`src/rtl/bus_arbiter_rr.sv`:
```
// Round-robin arbiter for 16 bus masters: holds each grant until done, request
// drop or hold timeout, with one turnaround cycle between owners.
module bus_arbiter_rr #(
  parameter int unsigned TW      = 8,
  parameter int unsigned TIMEOUT = 255
) (
  input  logic        clk,
  input  logic        rst,
  input  logic [15:0] req,
  input  logic        done,
  output logic [3:0]  gnt_idx,
  output logic        gnt_valid,
  output logic        timeout,
  output logic        busy
);

  localparam int unsigned NM = 16;
  localparam int unsigned IW = 4;
  localparam logic [TW-1:0] CNT_MAX  = '1;
  localparam logic [TW-1:0] CNT_LAST = TW'(TIMEOUT - 32'd1);
  localparam bit            TO_EN    = (TIMEOUT != 0);

  typedef enum logic [1:0] {
    IDLE = 2'd0,
    OWN  = 2'd1,
    GAP  = 2'd2
  } state_e;

  state_e        state_q;
  logic [IW-1:0] last_q;
  logic [IW-1:0] gnt_idx_q;
  logic          gnt_valid_q;
  logic          timeout_q;
  logic [TW-1:0] cnt_q;

  logic [IW-1:0] gnt_idx_d;
  logic          grant_d;
  logic          rel_done_c;
  logic          rel_drop_c;
  logic          rel_to_c;

  // First set request bit at or after last+1, wrapping past 15.
  always_comb begin
    logic [IW-1:0] cand;
    gnt_idx_d = '0;
    grant_d   = 1'b0;
    cand      = '0;
    for (int unsigned k = 1; k <= NM; k++) begin
      cand = last_q + IW'(k);
      if (!grant_d && req[cand]) begin
        grant_d   = 1'b1;
        gnt_idx_d = cand;
      end
    end
  end

  always_comb begin
    rel_done_c = done;
    rel_drop_c = !req[gnt_idx_q];
    rel_to_c   = TO_EN && (cnt_q == CNT_LAST);
  end

  always_ff @(posedge clk) begin
    if (rst) begin
      state_q     <= IDLE;
      last_q      <= IW'(NM - 1);
      gnt_idx_q   <= '0;
      gnt_valid_q <= 1'b0;
      timeout_q   <= 1'b0;
      cnt_q       <= '0;
    end else begin
      timeout_q <= 1'b0;
      case (state_q)
        IDLE, GAP: begin
          if (grant_d) begin
            gnt_idx_q   <= gnt_idx_d;
            gnt_valid_q <= 1'b1;
            cnt_q       <= '0;
            state_q     <= OWN;
          end else begin
            state_q <= IDLE;
          end
        end
        OWN: begin
          // Saturating hold counter; freezes at max when the timeout is disabled.
          if (cnt_q != CNT_MAX) cnt_q <= cnt_q + TW'(1);
          if (rel_done_c || rel_drop_c || rel_to_c) begin
            gnt_valid_q <= 1'b0;
            last_q      <= gnt_idx_q;
            state_q     <= GAP;
            timeout_q   <= rel_to_c && !rel_done_c && !rel_drop_c;
          end
        end
        default: state_q <= IDLE;
      endcase
    end
  end

  assign gnt_idx   = gnt_idx_q;
  assign gnt_valid = gnt_valid_q;
  assign timeout   = timeout_q;
  assign busy      = (state_q != IDLE);

endmodule

```
`config.mk`:
```
export PLATFORM = sky130hd
export DESIGN_NAME = bus_arbiter_rr
export DESIGN_NICKNAME = d
export VERILOG_FILES = /design/src/rtl/bus_arbiter_rr.sv
export SDC_FILE = /design/constraint.sdc
export NUM_CORES = 1
export LEC_CHECK = 0
export CELL_PAD_IN_SITES_DETAIL_PLACEMENT = 2
export CELL_PAD_IN_SITES_GLOBAL_PLACEMENT = 2
export CORE_ASPECT_RATIO = 1.75
export CORE_MARGIN = 1
export CORE_UTILIZATION = 38
export CTS_CLUSTER_DIAMETER = 80
export CTS_CLUSTER_SIZE = 14
export DETAILED_ROUTE_END_ITERATION = 12
export GPL_TIMING_DRIVEN = 0
export PLACE_DENSITY_LB_ADDON = 0.1
export REMOVE_ABC_BUFFERS = 1
export SYNTH_ARGS = -nofsm -noshare
export SYNTH_HDL_FRONTEND = slang
export SYNTH_SLANG_ARGS = --single-unit
```
`constraint.sdc`:
```
create_clock -name clk -period 5.3 [get_ports clk]
set_input_delay 0.53 -clock clk [delete_from_list [all_inputs] [get_ports clk]]
set_output_delay 0.53 -clock clk [all_outputs]
set_load 0.01 [all_outputs]
```
==> results.yml <==
drt:
  wirelength_mm: 11.8
  avgViaCountPerCell: 6.95
  drc: 0
  vias: 3106
  drt_first_iter_violations: 131
  dr.pass1.iters: 4
  antenna_left: 0
  post_drt_wl_per_cell_um: 26.4
cts:
  postCtsHoldBufs: 0
  cts_buffer_depth: 2
  clock_latency_ns: 0.25
  h-tree-depth: 1
  cts_buffers: 3
  tritoncts: "done"
  cts-root-buf: "clkbuf_16"
  post_cts_buffers: 0
  clock-sinks: 20
  cts_resized: 3
  path_clk_slew_ns: 0.06
floorplanning:
  dieArea_mm2: 0.00862
  initial_core_util: 0.393
  placementRows: 43
  die_x_um: 70.6
  coreArea_mm2: 0.00796
  ioPinCount: 26
  die_h_um: 122
run:
  max-cap-violations: 0
timing:
  finalSetupTns_ns: 0
  relSlewSlack: 0.360
  min_period_over_period: 0.945
  worst_pin_slew_ns: 0.954
  setup_violations: 0
  min_period_ns: 5.01
  finalHoldViolCount: 0
  drv_slew: 0
  rsz0062_at_grt: "false"
  clock_skew_ns: 0.00267
  max_freq_mhz: 200
logic_synthesis:
  netlist_instances: 343
  synth_seq_area_share: 0.128
  netlist.area_leader.share: 0.209
  avgSynthCellArea_um2: 9.12
  syn_area_mm2: 0.00313
  ys_types: 68
  synth_edf_count: 0
  synth_warnings: 0
  yosys.area.top_type: "mux4_2"
  ys.flop_type: "dfxtp_1"
  yosys-top-cells-area: "mux4_2 21%, dfxtp_1 13%, mux2i_1 9.9%"
  synth_seq_cells: 20
  synthArstFlopShare: 0
grt:
  grt-ovfl-total: 0
  grt_pass1_wl_mm: 18.5
  grt_max_degree: 23
  grtUsageTotal: 0.284
  first_global_vias: 3274
  antenna_found_initial: 0
final_layout:
  synthToLayoutAreaGrowth_pct: 12.6
  fill_cells: 891
  nets: 387
  final_cell_area_mm2: 0.00352
  diodes: 0
  layout_commonest_cell: "nor2_1"
  final_cells: 447
  drive_gt1_frac: 0.179
  final_cell_mix: "33 x nor2_1, 31 x mux2i_1, 29 x mux4_2"
setup_path:
  path_buf_inv: 1
  slowest_stage: "dfxtp_2"
  cp-start-kind: "flop"
  cp_slowest_stage_delay_ns: 0.72
  cp_common_cell: "mux2i_1"
  critPathRequiredTime_ns: 5.44
  worstPathMaxFanout: 20
  crit_type: "reg2reg"
  cp_data_arrival_time_ns: 5.14
  crit_path_end_kind: "flop"
  cp_cell_sequence: "clkinv_2 -> ha_2 -> mux4_2 -> mux2i_1 -> mux2i_1 -> or2_1 -> nor4_4 -> a41oi_1 -> o21ai_1 -> xor2_1 -> nor2_1"
  crit_family: "multiplexers"
place:
  place_congestion: 0.877
  numPortBuffers: 25
  place_hpwl_mm: 9.33
  place_area_mm2: 0.00341
  dp_cells: 443
power_and_ir_drop:
  leakage_nw: 1.28
  seqPwrFrac: 0.136
  p_total_mw: 2.01
  intPower_mw: 0.948
  pwr-share-comb: 0.762
  switching_share: 0.529
  peakVddDrop_mv: 0.272
  switchingPower_mw: 1.07
  power.share.clock: 0.101
  power_density_mw_per_mm2: 572
run_status:
  status: "finished clean"
hold_path:
  hold_class: "reg2reg"
==> area by class of cell <==
class                           count  area (um^2)  area share
Multi-Input combinational cell    299         2620       0.743
Sequential cell                    20          404       0.115
Timing Repair Buffer               25          250      0.0710
Tap cell                           90          113      0.0320
Clock buffer                        3         75.1      0.0213
Inverter                            9         35.0     0.00994
Clock inverter                      1         30.0     0.00852
==> final timing paths <==
| kind | to | slack (ns) | cells past startpoint | startpoint |
|---|---|---|---|---|
| setup reg to reg | cnt_q[2] | 0.29 | 11 | last_q[1] |
| hold reg to reg | gnt_valid | 0.47 | 2 | gnt_valid |
| setup / recovery | cnt_q[2] | 0.29 | 11 | last_q[1] |
| hold / removal | gnt_valid | 0.47 | 2 | gnt_valid |
==> synthesized netlist by cell type (4+ instances only) <==
library cell and instances:
xor2_1 6, dfxtp_1 20, clkbuf_1 4, nor3_1 6, ha_1 10, a211oi_1 4, nand2b_1 7, nor2b_1 5
a31oi_1 4, buf_2 5, or3_1 5, o211ai_1 4, nand2_1 19, nand3_1 11, mux4_2 29, a21oi_1 27
and2_1 6, mux2_2 11, inv_1 4, a221oi_1 4, xnor2_1 4, nor2_1 33, o21ai_0 11, a211o_1 6
mux2i_1 31
==> power groups by stage <==
stage               registers [mW]  logic [mW]  clock network, mW
global placement             0.275        1.48                  0
CTS                          0.276        1.53              0.208
detailed placement           0.278        1.52                  0
finish                       0.274        1.54              0.204
global route                 0.286        1.64              0.212
floorplan                    0.246        1.08                  0
==> routing by layer <==
metal / vias to the layer above / GRT usage / wire (um)
met2: 95 / 0.569 / 6710
met3: 27 / 0.0149 / 357
met4: 0 / 0.123 / 525
met1: 1590 / 0.299 / 4220
li1: 1394 / - / -
met5: - / 0 / 0
==> sequential cells by signal, summed over array words and instances, names as in the netlist <==
name / count
gnt_idx: 4
state_q: 2
timeout: 1
last_q: 4
cnt_q: 8
gnt_valid: 1
==> worst reg2reg max path, stage by stage, from the launching register on <==
cell and delay [ns]:
dfxtp_2 0.72, clkinv_2 0.43, ha_2 0.70, mux4_2 0.44, mux2i_1 0.46, mux2i_1 0.37, or2_1 0.37, nor4_4 0.36
a41oi_1 0.32, o21ai_1 0.46, xor2_1 0.23, nor2_1 0.05
==> metrics by stage <==
step | hold WS (ns) | setup WS, ns | utilization
2_1_floorplan | 0.459 | 0.848 | -
3_3_place_gp | 0.461 | -0.594 | 0.428
3_5_place_dp | 0.469 | -0.811 | 0.428
4_1_cts | 0.478 | 0.0692 | 0.442
5_1_grt | 0.492 | 0.0115 | 0.442
6_report | 0.471 | 0.292 | 0.442
==> cell families (layout without fill, tap and decap cells) <==
family          Yosys count  count (layout)  synth area share
flops                    20              20             0.128
compound gates           94              94             0.206
mux                      74              74             0.364
fa+ha+maj                10              10            0.0400
xor+xnor                 12              12            0.0384
buf+inv                  24              38            0.0368
simple gates            109             109             0.187
Power figures use the tool's default switching activity.
